===== src/rtl/div_sequencer_if.sv =====
// Divider request/result bundle between the control unit and div_sequencer.
interface div_sequencer_if #(
   parameter int WIDTH = 32
);
   logic             start;
   logic             is_signed;
   logic [WIDTH-1:0] dividend;
   logic [WIDTH-1:0] divisor;
   logic             busy;
   logic             done;
   logic [WIDTH-1:0] quotient;
   logic [WIDTH-1:0] remainder;
   logic             div_by_zero;

   modport master (
      output start, is_signed, dividend, divisor,
      input  busy, done, quotient, remainder, div_by_zero
   );

   modport slave (
      input  start, is_signed, dividend, divisor,
      output busy, done, quotient, remainder, div_by_zero
   );
endinterface


===== src/rtl/div_sequencer.sv =====
// Multi-cycle restoring divider for DIV/DIVU sharing one 32-bit subtractor.
module sub_func (
   input  logic [31:0] a,
   input  logic [31:0] b,
   output logic [31:0] sub_circ,
   output logic        borrow
);
   assign {borrow, sub_circ} = {1'b0, a} - {1'b0, b};
endmodule

module div_sequencer #(
   parameter int WIDTH = 32
) (
   input  logic           clock,
   input  logic           reset_n,
   div_sequencer_if.slave bus
);
   localparam int CW = $clog2(WIDTH);
   localparam logic [2:0] S_IDLE  = 3'd0;
   localparam logic [2:0] S_SETUP = 3'd1;
   localparam logic [2:0] S_ITER  = 3'd2;
   localparam logic [2:0] S_FIXUP = 3'd3;
   localparam logic [2:0] S_DONE  = 3'd4;

   logic [2:0]       state_q, state_d;
   logic             sgn_q, sgn_d;
   logic [WIDTH-1:0] a_q, a_d;
   logic [WIDTH-1:0] b_q, b_d;
   logic [WIDTH-1:0] r_q, r_d;
   logic [WIDTH-1:0] qr_q, qr_d;
   logic [CW-1:0]    cnt_q, cnt_d;
   logic             nq_q, nq_d;
   logic             nr_q, nr_d;
   logic [WIDTH-1:0] quot_q, quot_d;
   logic [WIDTH-1:0] rem_q, rem_d;
   logic             dbz_q, dbz_d;
   logic             busy_q, busy_d;
   logic             done_q, done_d;

   logic [WIDTH-1:0] t;
   logic [WIDTH-1:0] diff;
   logic             m;
   logic             borrow;
   logic             ok;

   // Shift the top quotient bit into the partial remainder; m is the bit shifted out.
   assign m  = r_q[WIDTH-1];
   assign t  = {r_q[WIDTH-2:0], qr_q[WIDTH-1]};
   assign ok = m | ~borrow;

   sub_func u_sub (
      .a       (t),
      .b       (b_q),
      .sub_circ(diff),
      .borrow  (borrow)
   );

   always_comb begin
      state_d = state_q;
      sgn_d   = sgn_q;
      a_d     = a_q;
      b_d     = b_q;
      r_d     = r_q;
      qr_d    = qr_q;
      cnt_d   = cnt_q;
      nq_d    = nq_q;
      nr_d    = nr_q;
      quot_d  = quot_q;
      rem_d   = rem_q;
      dbz_d   = dbz_q;
      unique case (state_q)
         S_IDLE: begin
            if (bus.start) begin
               a_d     = bus.dividend;
               b_d     = bus.divisor;
               sgn_d   = bus.is_signed;
               dbz_d   = 1'b0;
               state_d = S_SETUP;
            end
         end
         S_SETUP: begin
            nq_d  = sgn_q & (a_q[WIDTH-1] ^ b_q[WIDTH-1]);
            nr_d  = sgn_q & a_q[WIDTH-1];
            r_d   = '0;
            qr_d  = (sgn_q & a_q[WIDTH-1]) ? -a_q : a_q;
            b_d   = (sgn_q & b_q[WIDTH-1]) ? -b_q : b_q;
            cnt_d = CW'(WIDTH - 1);
            if (b_q == '0) begin
               quot_d  = '1;
               rem_d   = a_q;
               dbz_d   = 1'b1;
               state_d = S_DONE;
            end else begin
               state_d = S_ITER;
            end
         end
         S_ITER: begin
            r_d   = ok ? diff : t;
            qr_d  = {qr_q[WIDTH-2:0], ok};
            cnt_d = cnt_q - 1'b1;
            if (cnt_q == '0) state_d = S_FIXUP;
         end
         S_FIXUP: begin
            quot_d  = nq_q ? -qr_q : qr_q;
            rem_d   = nr_q ? -r_q : r_q;
            state_d = S_DONE;
         end
         S_DONE:  state_d = S_IDLE;
         default: state_d = S_IDLE;
      endcase
      busy_d = (state_d != S_IDLE);
      done_d = (state_d == S_DONE);
   end

   always_ff @(posedge clock or negedge reset_n) begin
      if (!reset_n) begin
         state_q <= S_IDLE;
         sgn_q   <= 1'b0;
         a_q     <= '0;
         b_q     <= '0;
         r_q     <= '0;
         qr_q    <= '0;
         cnt_q   <= '0;
         nq_q    <= 1'b0;
         nr_q    <= 1'b0;
         quot_q  <= '0;
         rem_q   <= '0;
         dbz_q   <= 1'b0;
         busy_q  <= 1'b0;
         done_q  <= 1'b0;
      end else begin
         state_q <= state_d;
         sgn_q   <= sgn_d;
         a_q     <= a_d;
         b_q     <= b_d;
         r_q     <= r_d;
         qr_q    <= qr_d;
         cnt_q   <= cnt_d;
         nq_q    <= nq_d;
         nr_q    <= nr_d;
         quot_q  <= quot_d;
         rem_q   <= rem_d;
         dbz_q   <= dbz_d;
         busy_q  <= busy_d;
         done_q  <= done_d;
      end
   end

   assign bus.busy        = busy_q;
   assign bus.done        = done_q;
   assign bus.quotient    = quot_q;
   assign bus.remainder   = rem_q;
   assign bus.div_by_zero = dbz_q;
endmodule

===== src/flat_wrapper.sv =====
// flat-port wrapper written by rule: the top's interface ports become plain ports
module div_sequencer_flat 
#(
   parameter int WIDTH = 32
)
  (clock, reset_n, bus_start, bus_is_signed, bus_dividend, bus_divisor, bus_busy, bus_done, bus_quotient, bus_remainder, bus_div_by_zero);
  div_sequencer_if #(.WIDTH(WIDTH)) bus_i ();
  input  logic clock;
  input  logic reset_n;
  input wire logic [$bits(bus_i.start)-1:0] bus_start;
  input wire logic [$bits(bus_i.is_signed)-1:0] bus_is_signed;
  input wire logic [$bits(bus_i.dividend)-1:0] bus_dividend;
  input wire logic [$bits(bus_i.divisor)-1:0] bus_divisor;
  output wire logic [$bits(bus_i.busy)-1:0] bus_busy;
  output wire logic [$bits(bus_i.done)-1:0] bus_done;
  output wire logic [$bits(bus_i.quotient)-1:0] bus_quotient;
  output wire logic [$bits(bus_i.remainder)-1:0] bus_remainder;
  output wire logic [$bits(bus_i.div_by_zero)-1:0] bus_div_by_zero;
  assign bus_i.start = bus_start;
  assign bus_i.is_signed = bus_is_signed;
  assign bus_i.dividend = bus_dividend;
  assign bus_i.divisor = bus_divisor;
  assign bus_busy = bus_i.busy;
  assign bus_done = bus_i.done;
  assign bus_quotient = bus_i.quotient;
  assign bus_remainder = bus_i.remainder;
  assign bus_div_by_zero = bus_i.div_by_zero;
  div_sequencer #(.WIDTH(WIDTH)) u_core (.clock(clock), .reset_n(reset_n), .bus(bus_i));
endmodule

===== config.mk =====
export PLATFORM = sky130hd
export DESIGN_NAME = div_sequencer_flat
export DESIGN_NICKNAME = d
export VERILOG_FILES = /design/src/rtl/div_sequencer_if.sv /design/src/rtl/div_sequencer.sv /design/src/flat_wrapper.sv
export SDC_FILE = /design/constraint.sdc
export NUM_CORES = 1
export LEC_CHECK = 0
export CAP_MARGIN = 20
export CORE_MARGIN = 2
export CORE_UTILIZATION = 55
export CTS_CLUSTER_DIAMETER = 60
export DETAILED_ROUTE_END_ITERATION = 8
export HOLD_SLACK_MARGIN = 0.12
export PLACE_DENSITY = 0.78
export SETUP_SLACK_MARGIN = 0.2
export SYNTH_ARGS = -nofsm -noshare
export SYNTH_HDL_FRONTEND = slang
export SYNTH_SLANG_ARGS = --single-unit

===== constraint.sdc =====
create_clock -name clock -period 3.35 [get_ports clock]
set_input_delay 0.8375 -clock clock [delete_from_list [all_inputs] [get_ports clock]]
set_output_delay 0.8375 -clock clock [all_outputs]
set_load 0.05 [all_outputs]

-- Word-level counts from Yosys, hierarchy flattened
Index checks and enable logic that the tools add are counted.
Widths: inputs -> output; s select.
- $add $sub $neg: 6
- equality and inequality tests: 7
- mux-type cells: 21
- bitwise operators: 6
- reductions and logical operators: 11
- operators with widths (kind ; number):
    $pmux 32 s2 ; 5
    $mux 32 ; 8
    $neg 32->32 ; 4
    $sub 32x32->33 ; 1
    $logic_not 32->1 ; 1
    $pmux 3 s4 ; 1
    $pmux 5 s2 ; 1
    $mux 3 ; 3
    $eq 3x2->1 const B ; 2
    $reduce_and 3->1 ; 2
    $reduce_bool 2->1 ; 3
    $logic_not 5->1 ; 1
    $sub 5x1->5 const B ; 1
    $ne 2x1->1 const B ; 2
    $reduce_and 2->1 ; 2
    $and 1x1->1 ; 3
    $eq 3x1->1 const B ; 1
    $eq 3x3->1 const B ; 1
    $logic_not 3->1 ; 1
    $reduce_bool 3->1 ; 1
    $mux 1 ; 2
    $ne 2x2->1 const B ; 1
    $pmux 1 s2 ; 1
    $not 1->1 ; 1
    2 further kinds ; 2
- register bits: 206
- input bits: 68
- word-level logic and storage cells: 65

-- Longest topological paths before layout
- word-level depth: 5
- mapped depth: 13
- gate-level depth less buffers: 12

-- Hierarchy
Synthesis repeated with hierarchy kept, for this count alone.
- cells, all modules: 1463
- area total of the unflattened synthesis: 13126.3 µm²
- by module, submodules not included (module ; instances ; cells each ; area an instance (µm²)):
    div_sequencer ; 1 ; 1187 ; 11235.8
    sub_func ; 1 ; 276 ; 1890.6

-- Worst setup path before layout
No wires, ideal clock.
- path type: register to register
- start: register u_core.qr_q[31]
- end: register u_core.r_q[3]
- setup time: 135 ps
- arrival: 2952 ps
- data required time: 3215 ps
- slack: 263 ps
- stages on the path, launching flop included: 13
- path buffers: 1
- clock period less this slack: 3087 ps
- path through: dfrtp_1 > inv_1 > ha_1 > fa_1 > nand2b_1 > a21oi_1 > o41a_1 > a31o_2 > a41oi_1 > o21ai_1 > clkbuf_1 > mux2i_1 > o21ai_0
- word-level cells in the longest chain between the ends: 5
- RTL lines (item ; RTL line ; RTL):
    start: declaration ; div_sequencer.sv:30 ; logic [WIDTH-1:0] qr_q, qr_d;
    start signal: assignment ; div_sequencer.sv:137 ; qr_q <= qr_d;
    $sub 32x32->33 * ; div_sequencer.sv:8 ; assign {borrow, sub_circ} = {1'b0, a} - {1'b0, b};
    $not 1->1 ; div_sequencer.sv:49 ; assign ok = m | ~borrow;
    $or 1x1->1 ; div_sequencer.sv:49 ;
    $mux 32 * ; div_sequencer.sv:98 ; r_d = ok ? diff : t;
    $pmux 32 s2 * ; div_sequencer.sv:71 ; unique case (state_q)
    end signal: assignment ; div_sequencer.sv:136 ; r_q <= r_d;
    end: declaration ; div_sequencer.sv:29 ; logic [WIDTH-1:0] r_q, r_d;
Mark *: on every way between the ends. The rest lies on a longest branch, timed or not.
A chain may end at the register's enable or synchronous reset.

-- Worst setup path in the final report
- start: register u_core.qr_q[10]
- end: register u_core.quot_q[29] (netlist: u_core.bus.quotient[29])
- word-level cells in the longest chain between the ends: 3
- RTL lines (item ; RTL line ; RTL):
    $neg 32->32 ; div_sequencer.sv:104 ; quot_d = nq_q ? -qr_q : qr_q;
    $mux 32 ; div_sequencer.sv:104 ;
    $pmux 32 s2 ; div_sequencer.sv:71 ;
    end signal: assignment ; div_sequencer.sv:141 ; quot_q <= quot_d;
    end: declaration ; div_sequencer.sv:34 ; logic [WIDTH-1:0] quot_q, quot_d;
No other way between the ends.

==> summary.txt <==
Worst hold path
  – Worst hold path class: input port to asynchronous set/reset pin

Timing
  – Tmin final: 3.13 ns
  – Fin. max-slew vios: 0
  – Final-report setup violation count: 0
  – Final Hold Viols: 0
  – RSZ-0062 raised after global routing: yes
  – Slew @ Worst Pin: slightly above 1 ns
  – Fmax: between 300 and 400 MHz
  – Period utilisation layout: 0.933
  – Setup_tns: 0 ns
  – Rel. slew slack: 0.324
  – Skew final: approximately 0.017 ns

Placement
  – GP Congestion: between 0.9 and 1
  – Port Buffers: roughly 130
  – Final HPWL from detailed placement: between 20 and 25 mm

Logic synthesis
  – Ranking of synthesized cells by area: dfrtp_1 (41%), nand2_1 (6.9%), o21ai_0 (6.2%)
  – Post-synthesis sequential area ratio: 0.412
  – Post-Synthesis Cells: between 1000 and 1500
  – Syn_nets: approximately 1600
  – Area leader, netlist: dfrtp_1
  – Top-area cell type share of the netlist area: 0.412
  – Synth Flop Type: dfrtp_1
  – FF+latch count, synth: roughly 200
  – Synthesized cell area: approximately 12000 um2
  – Async SR Flop Fraction: 1.00
  – Cell variety after synth: 74
  – Number of synthesis warnings: 0
  – EDFF count, synth: 0
  – Syn_area_per_cell: about 8.5 um2

Final layout
  – Share of cells above drive strength 1: 0.100
  – Fillers: about 1800
  – Fin util: 0.686
  – Area Overhead vs Synth: 23.6%
  – Inserted Diodes: 0
  – Net count, final: between 1500 and 2000
  – Multi-input logic area: roughly 7000 um2
  – FF/Latch Area: 5160 um2
  – Most common cell after layout, fill and taps aside: nand2_1
  – Commonest non-fill, non-tap cells in the layout: nand2_1 (229), dfrtp_1 (202), o21ai_0 (152)

Clock network
  – Clock-pin slew on the worst setup and hold paths: ~0.06 ns
  – Inserted Clock Buffers: 25
  – TritonCTS clock tree: done
  – H-tree levels: 1
  – Clock sinks: just over 200
  – Longest Clk Path Bufs: 3
  – Clk root buf: clkbuf_16
  – Clock latency on the worst-skew pair: between 0.5 and 0.6 ns

Routing
  – DRT Pass-1 Iters: 5
  – Drt total wl: approximately 35 mm
  – ANT nets after route: 0
  – DR WL/cell: 18.5 um
  – DRC: 0
  – DR vias/cell: a little over 6
  – DR iter-0 viols: 891
  – Total number of vias: between 10000 and 15000

Setup path
  – Critical path class: flop to flop
  – R2r setup slk: 0.22 ns
  – Critical register-to-register path startpoint: u_core.qr_q[10]$_DFFE_PN0P_
  – Crit path capture type: flop
  – Crit path launch type: flop
  – CP arrival: ~3.5 ns
  – CP required: between 3 and 4 ns
  – FF-to-FF path depth: 8
  – CP max FO: 3
  – R2R Path End: u_core.bus.quotient[29]$_DFFE_PN0P_

Global routing
  – Gr ovfl total: 0
  – Initial antenna violation count: 0
  – Vias in the first global route: 11100
  – First-pass GRT wire length: ~56 mm
  – Largest net degree at the start of global routing: a little over 90
  – Global-route usage over all layers: 0.290

Pwr
  – Overall power: ~18 mW
  – Maximum VDD drop: between 0.4 and 0.5 mV
  – Comb pwr share: 0.571
  – P per Cell Area: 1170 nW/um2
  – Switching pwr: between 8 and 9 mW
  – Internal power: about 9.3 mW
  – Seq pwr share: 0.285
  – Clk network pwr share: 0.144
  – LEAKAGE: roughly 6.6 nW
  – Sw Ratio: 0.485

Floorplan
  – Row count: 55
  – Die width: between 150 and 200 um
  – Initial Util: 0.555
  – Core box area: roughly 23000 um2
  – Die area: about 24000 um2
  – I/O pin total: between 100 and 150
  – Die H: between 150 and 200 um

Run status
  – Status: finished, final reports clean

Job
  – Max-cap violations: 0
synth_stat cells (9+ instances only):
library cell    n
o31ai_1        30
a32oi_1        10
nand3_1        39
a21o_1         13
a31oi_1        27
nor3_1         43
nand2b_1       11
nor2_1         82
a21oi_1        99
xor2_1         59
nand2_1       231
or4_1          17
xnor2_1        54
nor4_1          9
a22oi_1        41
ha_1           37
o22ai_1        25
dfrtp_1       206
o41ai_1         9
clkbuf_1       74
o21ai_0       154
or3_1          20
inv_1          50
sequential cells by signal, summed over array words and instances (netlist names), 3 cells and up:
| register | flops |
|---|---|
| u_core.bus.quotient | 32 |
| u_core.b_q | 32 |
| u_core.qr_q | 32 |
| u_core.a_q | 32 |
| u_core.r_q | 32 |
| u_core.bus.remainder | 32 |
| u_core.cnt_q | 5 |
| u_core.state_q | 3 |
critical path, cell delays in order (launching register included):
cell and delay, ns:
dfrtp_1 0.38, or4_4 0.54, or3_4 0.35, or3_4 0.39
or4_4 0.43, or3_4 0.38, o31ai_4 0.23, xor2_2 0.22
a21oi_2 0.08
per-stage QoR:
step / hold WS (ns) / worst slack (ns) / area [um2] / cells
floorplan: 0.447 / 0.263 / 12500 / 1468
global placement: 0.466 / 0.121 / 14300 / 1839
detailed placement: 0.477 / -0.0320 / 14300 / 1839
CTS: 0.375 / 0.173 / 15300 / 1897
global route: 0.412 / 0.128 / 15400 / 1902
finish: 0.356 / 0.224 / 15400 / 1902
timing repair:
action	CTS	global route
gates cloned	3	0
pin swaps	7	9
gates resized for setup	15	30
setup endpoints to repair	37	96
buffers inserted	10	5
hold endpoints to repair	0	0
hold buffers	0	0
layer usage:
metal / wire length, um / vias up / global-route usage / part of all wire
met5: 0 / - / 0 / 0
met4: 870 / 0 / 0.0869 / 0.025
met3: 2660 / 66 / 0.0460 / 0.075
met2: 17000 / 474 / 0.496 / 0.48
met1: 14700 / 5540 / 0.383 / 0.42
li1: - / 5564 / - / -
kinds of logic after synthesis:
kind of cell             share of synthesized area
AND/OR/NAND/NOR                              0.183
XOR/XNOR                                    0.0792
multiplexers                               0.00831
buffers and inverters                       0.0443
flip-flops                                   0.412
AO/OA/AOI/OAI                                0.234
adder cells (fa/ha/maj)                     0.0386
worst max-delay path by stage:
stage | startpoint | cells after the start | end | slack (ns)
final | u_core.qr_q[10]$_DFFE_PN0P_ | 8 | u_core.bus.quotient[29]$_DFFE_PN0P_ | 0.22
after global routing | u_core.qr_q[10]$_DFFE_PN0P_ | 8 | u_core.bus.quotient[29]$_DFFE_PN0P_ | 0.13
after CTS | u_core.b_q[9]$_DFFE_PN0P_ | 11 | u_core.bus.quotient[6]$_DFFE_PN0P_ | 0.17
after detailed placement | u_core.b_q[9]$_DFFE_PN0P_ | 11 | u_core.bus.remainder[15]$_DFFE_PN0P_ | -0.03
after global placement | u_core.b_q[9]$_DFFE_PN0P_ | 11 | u_core.bus.remainder[0]$_DFFE_PN0P_ | 0.12
after floorplan | u_core.qr_q[31]$_DFFE_PN0P_ | 12 | u_core.r_q[3]$_DFFE_PN0P_ | 0.26
power groups by stage:
| stage | logic [mW] | clock network, mW | registers (mW) |
|---|---|---|---|
| 3_3_place_gp | 9.73 | 0 | 5.08 |
| 4_1_cts | 10.1 | 2.64 | 5.09 |
| 2_1_floorplan | 6.07 | 0 | 6.00 |
| 3_5_place_dp | 9.95 | 0 | 5.13 |
| 6_report | 10.4 | 2.61 | 5.17 |
| 5_1_grt | 11.4 | 2.76 | 5.32 |
final cells by class:
type                       count  area share
inverter                      51      0.0133
clock inverter                 8     0.00535
timing repair buffer         191       0.124
clock buffer                  37      0.0460
tap                          285      0.0231
sequential                   206       0.334
multi-input combinational   1123       0.453
timing repair inverter         1    0.000405
(Power assumes the default switching activity.)
